===== src/rtl/riscv_pkg.sv =====
`default_nettype none
// ------------------------------------------------------------------
// riscv_pkg : shared opcodes, select encodings and FSM states
// Rev 1.0
// ------------------------------------------------------------------
package riscv_pkg;

   localparam logic [6:0] OPC_LOAD   = 7'h03;
   localparam logic [6:0] OPC_FENCE  = 7'h0F;
   localparam logic [6:0] OPC_OPIMM  = 7'h13;
   localparam logic [6:0] OPC_AUIPC  = 7'h17;
   localparam logic [6:0] OPC_STORE  = 7'h23;
   localparam logic [6:0] OPC_OP     = 7'h33;
   localparam logic [6:0] OPC_LUI    = 7'h37;
   localparam logic [6:0] OPC_BRANCH = 7'h63;
   localparam logic [6:0] OPC_JALR   = 7'h67;
   localparam logic [6:0] OPC_JAL    = 7'h6F;
   localparam logic [6:0] OPC_SYSTEM = 7'h73;

   localparam logic [2:0] EXT_I = 3'b000;
   localparam logic [2:0] EXT_B = 3'b001;
   localparam logic [2:0] EXT_J = 3'b010;
   localparam logic [2:0] EXT_S = 3'b011;
   localparam logic [2:0] EXT_U = 3'b100;

   localparam logic [3:0] ALU_ADD = 4'b0000;

   localparam logic [1:0] PC_PLUS4 = 2'b00;
   localparam logic [1:0] PC_ALU   = 2'b01;
   localparam logic [1:0] PC_JALR  = 2'b10;

   localparam logic [1:0] WB_ALU  = 2'b00;
   localparam logic [1:0] WB_LOAD = 2'b01;
   localparam logic [1:0] WB_PC4  = 2'b10;
   localparam logic [1:0] WB_IMM  = 2'b11;

   typedef enum logic [2:0] {
      ST_FETCH  = 3'd0,
      ST_DECODE = 3'd1,
      ST_EXEC   = 3'd2,
      ST_MEM    = 3'd3,
      ST_WB     = 3'd4,
      ST_TRAP   = 3'd5
   } state_t;

   typedef enum logic [3:0] {
      IC_ALU, IC_LOAD, IC_STORE, IC_BRANCH, IC_JAL,
      IC_JALR, IC_LUI, IC_AUIPC, IC_NOP
   } iclass_t;

   // OP-IMM only honours funct7[5] to select SRAI over SRLI.
   function automatic logic [3:0] alu_from_funct(input logic [2:0] funct3,
                                                 input logic funct7_b5,
                                                 input logic is_reg);
      return {funct7_b5 & (is_reg | (funct3 == 3'b101)), funct3};
   endfunction

endpackage
`default_nettype wire


===== src/rtl/ctrl_decode.sv =====
`default_nettype none
// ------------------------------------------------------------------
// ctrl_decode : opcode/funct -> instruction class, ext_op, ALU selects
// Rev 1.0
// ------------------------------------------------------------------
module ctrl_decode
   import riscv_pkg::*;
(
   input  logic [6:0] opcode,
   input  logic [2:0] funct3,
   input  logic [6:0] funct7,
   output iclass_t    iclass,
   output logic [2:0] ext_op,
   output logic [3:0] alu_op,
   output logic       alu_a_sel,
   output logic       alu_b_sel,
   output logic       legal
);

   always_comb begin
      iclass    = IC_NOP;
      ext_op    = EXT_I;
      alu_op    = ALU_ADD;
      alu_a_sel = 1'b0;
      alu_b_sel = 1'b0;
      legal     = 1'b1;
      case (opcode)
         OPC_OP: begin
            iclass = IC_ALU;
            alu_op = alu_from_funct(funct3, funct7[5], 1'b1);
            legal  = (funct7 == 7'h00) ||
                     ((funct7 == 7'h20) && ((funct3 == 3'b000) || (funct3 == 3'b101)));
         end
         OPC_OPIMM: begin
            iclass    = IC_ALU;
            alu_op    = alu_from_funct(funct3, funct7[5], 1'b0);
            alu_b_sel = 1'b1;
         end
         OPC_LOAD: begin
            iclass    = IC_LOAD;
            alu_b_sel = 1'b1;
         end
         OPC_STORE: begin
            iclass    = IC_STORE;
            ext_op    = EXT_S;
            alu_b_sel = 1'b1;
         end
         // Branch target PC+imm goes through the ALU; the compare is external.
         OPC_BRANCH: begin
            iclass    = IC_BRANCH;
            ext_op    = EXT_B;
            alu_a_sel = 1'b1;
            alu_b_sel = 1'b1;
         end
         OPC_JAL: begin
            iclass    = IC_JAL;
            ext_op    = EXT_J;
            alu_a_sel = 1'b1;
            alu_b_sel = 1'b1;
         end
         OPC_JALR: begin
            iclass    = IC_JALR;
            alu_b_sel = 1'b1;
         end
         OPC_LUI: begin
            iclass = IC_LUI;
            ext_op = EXT_U;
         end
         OPC_AUIPC: begin
            iclass    = IC_AUIPC;
            ext_op    = EXT_U;
            alu_a_sel = 1'b1;
            alu_b_sel = 1'b1;
         end
         OPC_FENCE, OPC_SYSTEM: iclass = IC_NOP;
         default:               legal  = 1'b0;
      endcase
   end

endmodule
`default_nettype wire


===== src/rtl/multicycle_ctrl.sv =====
`default_nettype none
// ------------------------------------------------------------------
// multicycle_ctrl : multi-cycle RV32I control FSM (ILLEGAL_INST_TRAP_EN adds TRAP)
// Rev 1.0
// ------------------------------------------------------------------
module multicycle_ctrl
   import riscv_pkg::*;
#(
   parameter logic [2:0] RESET_STATE = 3'd0,
   parameter int         MEM_TIMEOUT = 0
) (
   input  logic        clk,
   input  logic        rst,
   input  logic [31:0] inst,
   input  logic        mem_ready,
   input  logic        br_taken,
   output logic [2:0]  ext_op,
   output logic [3:0]  alu_op,
   output logic        alu_a_sel,
   output logic        alu_b_sel,
   output logic        ir_we,
   output logic        pc_we,
   output logic [1:0]  pc_sel,
   output logic        mem_req,
   output logic        mem_we,
   output logic [1:0]  mem_size,
   output logic        rf_we,
   output logic [1:0]  wb_sel,
   output logic        mem_err,
   output logic        illegal
);

   state_t      r_state;
   logic [15:0] r_wait;
   iclass_t     w_iclass;
   logic [2:0]  w_ext;
   logic [3:0]  w_aop;
   logic        w_asel, w_bsel, w_legal, w_rf_wr;
   logic        w_unused;

   ctrl_decode u_decode (
      .opcode    (inst[6:0]),
      .funct3    (inst[14:12]),
      .funct7    (inst[31:25]),
      .iclass    (w_iclass),
      .ext_op    (w_ext),
      .alu_op    (w_aop),
      .alu_a_sel (w_asel),
      .alu_b_sel (w_bsel),
      .legal     (w_legal)
   );

   assign w_unused = ^{inst[24:15], w_legal};

   always_ff @(posedge clk or posedge rst) begin
      if (rst) begin
         r_state <= state_t'(RESET_STATE);
      end else begin
         case (r_state)
            ST_FETCH:  if (mem_ready) r_state <= ST_DECODE;
`ifdef ILLEGAL_INST_TRAP_EN
            ST_DECODE: r_state <= w_legal ? ST_EXEC : ST_TRAP;
            ST_TRAP:   r_state <= ST_TRAP;
`else
            ST_DECODE: r_state <= ST_EXEC;
`endif
            ST_EXEC: begin
               case (w_iclass)
                  IC_ALU, IC_AUIPC:  r_state <= ST_WB;
                  IC_LOAD, IC_STORE: r_state <= ST_MEM;
                  default:           r_state <= ST_FETCH;
               endcase
            end
            ST_MEM:    if (mem_ready) r_state <= (w_iclass == IC_STORE) ? ST_FETCH : ST_WB;
            default:   r_state <= ST_FETCH;
         endcase
      end
   end

   // Counts cycles the current request has waited; any gap or completion restarts it.
   always_ff @(posedge clk or posedge rst) begin
      if (rst)                                  r_wait <= '0;
      else if (mem_req && !mem_ready && r_wait != 16'hFFFF) r_wait <= r_wait + 16'd1;
      else if (!mem_req || mem_ready)           r_wait <= '0;
   end

   assign mem_err = (MEM_TIMEOUT != 0) && mem_req && (r_wait == 16'(MEM_TIMEOUT));

`ifdef ILLEGAL_INST_TRAP_EN
   assign illegal = (r_state == ST_TRAP);
`else
   assign illegal = 1'b0;
`endif

   always_comb begin
      ext_op    = EXT_I;
      alu_op    = ALU_ADD;
      alu_a_sel = 1'b0;
      alu_b_sel = 1'b0;
      ir_we     = 1'b0;
      pc_we     = 1'b0;
      pc_sel    = PC_PLUS4;
      mem_req   = 1'b0;
      mem_we    = 1'b0;
      mem_size  = 2'b10;
      w_rf_wr   = 1'b0;
      wb_sel    = WB_ALU;
      case (r_state)
         ST_FETCH: begin
            mem_req = ~rst;
            ir_we   = mem_ready & ~rst;
         end
         ST_DECODE: begin
            ext_op    = w_ext;
            alu_a_sel = 1'b1;
            alu_b_sel = 1'b1;
         end
         ST_EXEC: begin
            ext_op    = w_ext;
            alu_op    = w_aop;
            alu_a_sel = w_asel;
            alu_b_sel = w_bsel;
            case (w_iclass)
               IC_BRANCH: begin
                  pc_we  = 1'b1;
                  pc_sel = br_taken ? PC_ALU : PC_PLUS4;
               end
               IC_JAL, IC_JALR: begin
                  pc_we   = 1'b1;
                  pc_sel  = (w_iclass == IC_JAL) ? PC_ALU : PC_JALR;
                  w_rf_wr = 1'b1;
                  wb_sel  = WB_PC4;
               end
               IC_LUI: begin
                  pc_we   = 1'b1;
                  w_rf_wr = 1'b1;
                  wb_sel  = WB_IMM;
               end
               IC_NOP:  pc_we = 1'b1;
               default: ;
            endcase
         end
         ST_MEM: begin
            ext_op    = w_ext;
            alu_op    = w_aop;
            alu_a_sel = w_asel;
            alu_b_sel = w_bsel;
            mem_req   = 1'b1;
            mem_we    = (w_iclass == IC_STORE);
            mem_size  = inst[13:12];
            pc_we     = (w_iclass == IC_STORE) & mem_ready;
         end
         ST_WB: begin
            ext_op    = w_ext;
            alu_op    = w_aop;
            alu_a_sel = w_asel;
            alu_b_sel = w_bsel;
            w_rf_wr   = 1'b1;
            wb_sel    = (w_iclass == IC_LOAD) ? WB_LOAD : WB_ALU;
            pc_we     = 1'b1;
         end
         default: ;
      endcase
   end

   assign rf_we = w_rf_wr & (inst[11:7] != 5'd0);

endmodule
`default_nettype wire

===== config.mk =====
export PLATFORM = sky130hd
export DESIGN_NAME = multicycle_ctrl
export DESIGN_NICKNAME = d
export VERILOG_FILES = /design/src/rtl/riscv_pkg.sv /design/src/rtl/ctrl_decode.sv /design/src/rtl/multicycle_ctrl.sv
export SDC_FILE = /design/constraint.sdc
export NUM_CORES = 1
export LEC_CHECK = 0
export ABC_AREA = 1
export BUFFER_PORTS_ARGS = -buffer_cell sky130_fd_sc_hd__buf_2
export CELL_PAD_IN_SITES_DETAIL_PLACEMENT = 0
export CELL_PAD_IN_SITES_GLOBAL_PLACEMENT = 1
export CORE_MARGIN = 2
export CORE_UTILIZATION = 21
export DETAILED_ROUTE_END_ITERATION = 8
export GPL_TIMING_DRIVEN = 0
export PLACE_DENSITY = 0.89
export SLEW_MARGIN = 0
export SYNTH_ARGS = -nofsm -noshare
export SYNTH_HDL_FRONTEND = slang
export SYNTH_SLANG_ARGS = --single-unit

===== constraint.sdc =====
create_clock -name clk -period 1.4 [get_ports clk]
set_input_delay 0.14 -clock clk [delete_from_list [all_inputs] [get_ports clk]]
set_output_delay 0.14 -clock clk [all_outputs]
set_load 0.05 [all_outputs]

Yosys cells after proc, flatten, opt, wreduce, memory -nomap -nowiden
Cells that the tools add are included.
{"block": "totals", "ff_bits": 3, "input_bits": 36, "out_inout_bits": 22, "elab_cells": 74}
{"block": "classes", "eq_ne": 24, "muxes": 29, "bitwise_logic": 5, "n_reduce_logical": 15}
{"operator": "$pmux 4 s8", "n": 1}
{"operator": "$pmux 3 s4", "n": 2}
{"operator": "$eq 7x6->1 const B", "n": 3}
{"operator": "$eq 7x7->1 const B", "n": 3}
{"operator": "$eq 4x3->1 const B", "n": 4}
{"operator": "$eq 7x5->1 const B", "n": 2}
{"operator": "$mux 3", "n": 4}
{"operator": "$pmux 2 s2", "n": 3}
{"operator": "$reduce_or 2->1", "n": 5}
{"operator": "$reduce_or 3->1", "n": 3}
{"operator": "$eq 4x2->1 const B", "n": 2}
{"operator": "$mux 1", "n": 8}
{"operator": "$pmux 1 s2", "n": 4}
{"operator": "$pmux 4 s2", "n": 1}
{"operator": "$eq 7x2->1 const B", "n": 1}
{"operator": "$reduce_or 7->1", "n": 1}
{"operator": "$eq 3x2->1 const B", "n": 2}
{"operator": "$eq 3x3->1 const B", "n": 2}
{"operator": "$mux 2", "n": 3}
{"operator": "$pmux 3 s2", "n": 1}
{"operator": "$reduce_bool 5->1", "n": 1}
{"operator": "$reduce_or 5->1", "n": 1}
{"operator": "$and 1x1->1", "n": 4}
{"operator": "$eq 4x1->1 const B", "n": 1}
{"operator": "10 further kinds", "n": 11}

Depth between registers and ports, before layout
Gate-level depths: netlist (run 1).
{"block": "logic_depth", "word_depth": 8, "mapped_depth": 8, "depth_no_buf": 8}

By module
Synthesis (run 1) repeated with hierarchy kept, for this count alone.
{"block": "hier_totals", "cells_unflattened": 164, "area_unflattened_um2": 800.8}
{"mod": "multicycle_ctrl", "n_inst": 1, "cells_per_inst": 93, "area_per_inst_um2": 474.2, "seq_area_each_um2": 75.1}
{"mod": "ctrl_decode", "n_inst": 1, "cells_per_inst": 71, "area_per_inst_um2": 326.6, "seq_area_each_um2": 0.0}

Worst setup path before layout (run 1)
No wires, ideal clock.
{"block": "synth_path", "path_type": "reg2out", "startpoint": "register r_state[0]", "endpoint": "output alu_op[0]", "arrival_ps": 1800, "required_time_ps": 1260, "slack_ps": -540, "stages_incl_launch_ff": 6, "path_buffers": 0, "path_cell_list": "dfrtp_1 inv_2 nand3_1 nand2_1 inv_1 nor3_1"}
{"block": "synth_via", "elab_chain_len": 3, "elab_cells_between_ends": 5, "classes_between": "eq/ne (3); mux (1); reduce/logical (1)"}
{"item": "from (decl)", "line_no": "multicycle_ctrl.sv:33", "source": "state_t r_state;"}
{"item": "from (signal assigned)", "line_no": "multicycle_ctrl.sv:57", "source": "r_state <= state_t'(RESET_STATE);"}
{"item": "from (signal assigned)", "line_no": "multicycle_ctrl.sv:74", "source": "ST_MEM: if (mem_ready) r_state <= (w_iclass == IC_STORE) ? ST_FETCH : ST_WB;"}
{"item": "$eq 3x2->1 or $eq 3x3->1 (tied branches)", "line_no": "multicycle_ctrl.sv:108", "source": "case (r_state)"}
{"item": "$reduce_or 3->1 (no source line) (*)"}
{"item": "$mux 4 (*)", "line_no": "multicycle_ctrl.sv:108"}
{"item": "to (decl)", "line_no": "multicycle_ctrl.sv:18", "source": "output logic [3:0] alu_op,"}
Every way passes the cells marked *; elsewhere a longest branch is shown, timed or not.

Final worst setup path (run 1)
{"block": "layout_path", "startpoint": "register r_state[0]", "endpoint": "output alu_a_sel"}
{"block": "layout_via", "elab_chain_len": 3, "elab_cells_between_ends": 6, "classes_between": "eq/ne (4); mux (1); reduce/logical (1)"}
{"item": "$eq 3x2->1 or $eq 3x3->1 (tied branches)", "line_no": "multicycle_ctrl.sv:108"}
{"item": "$reduce_or 3->1 (no source line)"}
{"item": "$pmux 1 s2 (*)", "line_no": "multicycle_ctrl.sv:108"}
{"item": "to (decl)", "line_no": "multicycle_ctrl.sv:19", "source": "output logic alu_a_sel,"}
Marked as above.

==> results by group, run 1 <==
Layout
  – Ant. Diodes: 0
  – Design area: 0.00139 sq mm
  – Largest regs: r_state x3
  – Max reg flops: 3
  – Most flop-heavy register: r_state
  – Nets: 225
  – Share of cells above drive strength 1: 56.9%
  – Syn-to-layout area delta: 117%

CTS
  – Clock buffer depth: 2
  – Clock sink count: 3
  – CTS tree: yes
  – Clock Latency Late Sink: 250 ps
  – Clk slew on worst S/H paths: 40 ps
  – Clock buffer count from CTS: 3
  – Clock root cell: clkbuf_4
  – H-Tree Depth: 1

Critical path
  – CP Max Fanout: 4
  – Setup crit end kind: output pin
  – Setup crit start kind: flop
  – WS Path Type: flop to output pin
  – Reg2reg setup slack: 150 ps
  – Reg2reg path depth: 7
  – Crit path DAT: 1460 ps
  – Worst Path Required: 1260 ps

Routing
  – Via count: 1,009
  – Detailed Routing Iterations Pass 1: 4
  – Vias per inst: 4.57
  – WL final: 2.37 mm
  – Highest metal used: met4
  – DRC: 0
  – ANT nets after route: 0
  – Wire length on met1: 976 microns
  – Number of DRC markers in iteration 0: 17
  – WL/cell: 10.7 microns
  – Metal3 WL: 175 microns
  – Met2 routed wirelength: 1.20 mm

STA
  – Final max-slew violation count: 0
  – Highest clock rate: 627 MHz
  – Setup violations, final: 18
  – RSZ-0062 raised after global routing: true
  – Final min period: 1600 ps
  – Skew final: 9.14 ps
  – Final Hold Vio Count: 0
  – Final worst setup slack: -196 ps
  – Period utilisation layout: 114%

Floorplan
  – Die Span Y: 59.2 microns
  – Ports: 58
  – Row cnt: 20
  – Starting Density: 21.5%
  – Core ar.: 0.00298 sq mm
  – Die area: 0.00351 sq mm
  – Die Width: 59.2 microns

Place
  – Placer Congestion: 0.846
  – I/O Buffers: 39
  – DP Worst Slack: -142 ps
  – DP Area: 937 sq um
  – DP HPWL: 1.71 mm

Power
  – Design Power: 2.00 mW
  – VDD IR max: 0.540 mV
  – Total power density per cell area: 1440 mW/mm^2
  – Leakage: 0.723 nW

Min path
  – Worst hold path type: primary input to flop
  – Worst Hold Depth: 4

Status
  – Failing checks: setup timing
  – Status: finished with violations

Yosys
  – Mapped Area: 641 sq um
  – Synthesized flop and latch total: 3
  – YS warnings: 0
  – Count of cell types in the netlist: 23
  – Post-Synthesis Cells: 126
  – Post-synthesis sequential area ratio: 11.7%
  – Synthesized area per cell: 5.08 sq um

Run
  – Number of max-cap violations: 0

GRT
  – First-pass GRT wire length: 3.56 mm
  – GRT Resource Usage Total: 12.9%
  – Global route total overflow: 0
  – Pin count of the biggest net entering global routing: 8
  – Vias in the first global route: 843
  – Antenna violations before repair: 0
-- layer usage --
| metal | up-vias | track usage [%] |
|---|---|---|
| li1 | 515 | - |
| met1 | 450 | 16.2 |
| met2 | 42 | 22.8 |
| met3 | 2 | 2.18 |
| met4 | 0 | 2.92 |
| met5 | - | 0 |
-- power by group --
| group | switching (mW) | internal (mW) | total, mW |
|---|---|---|---|
| logic | 0.971 | 0.707 | 1.68 |
| registers | 0.0337 | 0.124 | 0.158 |
| clock network | 0.0540 | 0.107 | 0.161 |
| total | 1.06 | 0.939 | 2.00 |
-- worst max-delay path: stages (launching register included) --
cell and delay [ps]:
dfrtp_1 380, inv_2 120, nand3_4 100, nand2_4 100
nor2_4 50, buf_4 140, a31oi_4 140, buf_6 180
-- final timing paths --
kind / start / end
setup / recovery: r_state[0] / alu_a_sel
hold / removal: mem_ready / r_state[0]
setup reg to reg: r_state[0] / r_state[2]
hold reg to reg: r_state[2] / r_state[1]
max in group asynchronous: rst / r_state[1]
min in group asynchronous: rst / r_state[0]
-- placed cells by master (no fill, tap or decap), types with 3 or more instances in the layout --
cell type / netlist / routed
buf_6: 0 / 21
buf_4: 2 / 15
nand3_2: 2 / 7
nor3_4: 0 / 4
nand2_1: 34 / 29
nand2_2: 1 / 4
nand3_1: 16 / 10
a21oi_1: 7 / 5
clkbuf_4: 0 / 3
nor2_1: 15 / 10
a21oi_2: 1 / 3
inv_1: 15 / 13
nor2_4: 2 / 6
inv_2: 11 / 10
buf_2: 0 / 19
-- logic make-up (layout without fill, tap and decap cells) --
kind of cell           count (synthesis)  after routing  synth area share, %
AO/OA/AOI/OAI                         15             15                 13.3
AND/OR/NAND/NOR                       79             79                 56.8
buffers and inverters                 28             89                 17.6
flip-flops                             3              3                 11.7
other                                  1              2                0.585
-- synthesized netlist by cell type (all sizes together) --
master	instances	area [sq um]
o21ai	4	20.0
nor3	5	25.0
a31oi	1	6.26
nand2	35	134
or2	1	6.26
a21boi	1	7.51
a21oi	8	43.8
nand3	18	100
inv	26	97.6
nand4	1	6.26
o31ai	1	7.51
nor2b	1	6.26
nor2	17	78.8
conb	1	3.75
dfrtp	3	75.1
nor3b	1	7.51
buf	2	15.0
-- final cells by class --
type / instances / area, sq um
fill: 309 / 1590
tap: 33 / 41.3
clock buffer: 4 / 26.3
buffer: 2 / 15.0
multi-input combinational: 96 / 632
sequential: 3 / 76.3
inverter: 26 / 108
timing repair buffer: 57 / 489
-- what timing repair did --
action,in CTS,in global routing
pin swaps,7,13
hold endpoints to repair,3,0
hold buffers,1,0
endpoints found under the setup margin,20,20
resized for setup,52,26
setup buffers,7,10
-- through the flow --
step                hold WS [ps]  util, %  TNS, ps  std cells
floorplan                   -106        -     -569        127
global placement            39.5     31.5     -785        199
detailed placement          44.2     31.5     -915        199
CTS                          220     40.0    -1590        211
global route                 290     46.6    -3610        221
finish                       258     46.6    -2390        221
Power figures use the tool's default switching activity.
==> inputs of run 2 (changes only) <==
--- a/config.mk
+++ b/config.mk
@@ -14,6 +14,7 @@
 export DETAILED_ROUTE_END_ITERATION = 8
 export GPL_TIMING_DRIVEN = 0
 export PLACE_DENSITY = 0.89
+export RECOVER_POWER = 25
 export SLEW_MARGIN = 0
 export SYNTH_ARGS = -nofsm -noshare
 export SYNTH_HDL_FRONTEND = slang
==> run 2 against run 1 <==
  * The flow still finishes with violations (setup timing)
  * Non-clock buffer count is the same
  * Combinational power is essentially flat
  * Largest cell class unchanged
  * Register-to-register slack is essentially flat
  * Largest power group unchanged
  * Clock power is essentially flat
  * Die area is the same
==> results by group, run 2 (synthesized netlist as in run 1, its figures left out) <==
Status
  – Status: finished with violations
  – Failing checks: setup timing

Routing
  – Via count: 1,008 (-0.099%)
  – Number of DRC markers in iteration 0: 16 (-1)
  – WL/cell: 10.8 microns (+0.38%)
  – Vias per inst: 4.56 (about the same)
  – Detailed Routing Iterations Pass 1: 4 (unchanged)
  – WL final: 2.38 mm (+0.38%)
  – ANT nets after route: 0 (unchanged)
  – DRC: 0 (unchanged)

STA
  – Hold_ws: 260 ps (+1.81 ps)
  – Skew final: 8.23 ps (-0.906 ps)
  – Period utilisation layout: 114% (about the same)
  – Setup violations, final: 18 (unchanged)
  – Final min period: 1600 ps (-0.0930 ps)
  – Highest clock rate: 627 MHz (about the same)
  – RSZ-0062 raised after global routing: true
  – Final max-slew violation count: 0 (unchanged)
  – Final Hold Vio Count: 0 (unchanged)
  – Final worst setup slack: -196 ps (+0.0930 ps)

Layout
  – Design area: 0.00139 sq mm (about the same)
  – Nets: 225 (unchanged)
  – Final std cells w/o fill: 221 (unchanged)
  – Max reg flops: 3 (unchanged)
  – Register area: 76.3 sq um (unchanged)
  – Fillers: 310 (+0.32%)
  – Final core occ: 46.6% (about the same)
  – Syn-to-layout area delta: 116% (about the same)
  – Ant. Diodes: 0 (unchanged)
  – Multi-input logic area: 632 sq um (unchanged)
  – Share of cells above drive strength 1: 56.4% (-0.53 points)
  – Most common cell after layout, fill and taps aside: nand2_1
  – Largest regs: r_state x3
  – Most frequent cells in the layout: nand2_1 (29), buf_6 (21), buf_2 (18)
  – Most flop-heavy register: r_state

Critical path
  – Slowest cell on the critical path: dfrtp_1
  – CP Max Fanout: 4 (unchanged)
  – Setup crit start kind: flop
  – CP cell instances: inv_2, nand3_4, nand2_4, nor2_4, buf_4, a31oi_4, buf_6
  – Reg2reg setup slack: 150 ps (about the same)
  – Worst Path Required: 1260 ps (about the same)
  – CP max stage delay: 380 ps (about the same)
  – Setup crit end kind: output pin
  – Critical Path Source: r_state[0]
  – Crit path DAT: 1460 ps (about the same)
  – WS Path Type: flop to output pin
  – Worst r2r src: r_state[0]

GRT
  – GR Layer Usage met2: 22.8% (unchanged)
  – First-pass GRT wire length: 3.56 mm (unchanged)
  – Antenna violations before repair: 0 (unchanged)
  – Most used routing layer: met2
  – Vias in the first global route: 843 (unchanged)
  – Met1 Use GR: 16.2% (unchanged)
  – Met3 usage: 2.18% (unchanged)
  – Pin count of the biggest net entering global routing: 8 (unchanged)
  – GRT Resource Usage Total: 12.9% (unchanged)
  – Global route total overflow: 0 (unchanged)

Place
  – DP Worst Slack: -142 ps (unchanged)
  – I/O Buffers: 39 (unchanged)
  – DP HPWL: 1.71 mm (unchanged)
  – DP Area: 937 sq um (unchanged)
  – Placer Congestion: 0.846 (unchanged)
  – Placed insts: 199 (unchanged)

Min path
  – Origin of the worst min-delay path: mem_ready
  – Worst hold path type: primary input to flop

Power
  – Leakage: 0.720 nW (-0.38%)
  – Total power density per cell area: 1440 mW/mm^2 (about the same)
  – VDD IR max: 0.542 mV (+0.42%)

Floorplan
  – Die Span Y: 59.2 microns (unchanged)
  – Ports: 58 (unchanged)
  – Starting Density: 21.5% (unchanged)
  – Core ar.: 0.00298 sq mm (unchanged)
  – Die area: 0.00351 sq mm (unchanged)
  – Die Width: 59.2 microns (unchanged)
  – Row cnt: 20 (unchanged)

CTS
  – Clock buffer count from CTS: 3 (unchanged)
  – CTS tree: yes
  – Clk slew on worst S/H paths: 40 ps (about the same)
  – Clock sink count: 3 (unchanged)
  – H-Tree Depth: 1 (unchanged)
  – Clock Latency Late Sink: 240 ps (about the same)
  – Clock buffer depth: 2 (unchanged)
  – Clock root cell: clkbuf_4

Run
  – Number of max-cap violations: 0 (unchanged)
==> run 2: worst paths after layout <==
| path | to | cells after the start |
|---|---|---|
| worst max register to register | r_state[2] | 7 |
| worst min register to register | r_state[1] | 4 |
| max in group asynchronous | r_state[1] | 3 |
| worst max-delay path | alu_a_sel | 7 |
| min in group asynchronous | r_state[0] | 3 |
| worst min-delay path | r_state[0] | 4 |
==> run 2: routing by layer <==
metal	vias to the layer above	part of all wire, %
li1	515	-
met1	453	42
met2	38	51
met3	2	6.6
met4	0	0.80
met5	-	0
==> run 2: final cells by class <==
cell class              instances  share of cell area (%)
repair buffers                 57                    35.2
well taps                      33                    2.98
plain buffers                   2                    1.08
multi-input cells              96                    45.6
flip-flops and latches          3                    5.51
clock buffers                   4                    1.90
inverters                      26                    7.76
==> run 2: metrics by stage <==
step | power [mW] | TNS (ps)
global route | 2.12 | -3610
finish | 2.00 | -2390
CTS | 1.57 | -1590
floorplan | 0.874 | -569
detailed placement | 1.07 | -915
global placement | 1.06 | -785
==> run 2: where the power goes <==
part	leakage, nW	internal [mW]	switching [mW]	total [mW]
logic	0.668	0.707	0.971	1.68
clock network	0.0150	0.107	0.0534	0.161
registers	0.0375	0.124	0.0337	0.158
==> run 2: repair_timing <==
action / CTS / global route
hold endpoints to repair: 3 / 0
pin swaps: 7 / 13
hold buffers: 1 / 0
setup buffers: 7 / 10
resized for setup: 52 / 26
setup endpoints to repair: 20 / 20
==> run 2: critical path: cells and delay by family, from the launching register on <==
kind / cells / cell delay [ps]
and+or+nand+nor: 3 / 250
AOI/OAI and AO/OA: 1 / 140
DFF: 1 / 380
buffers and inverters: 3 / 440
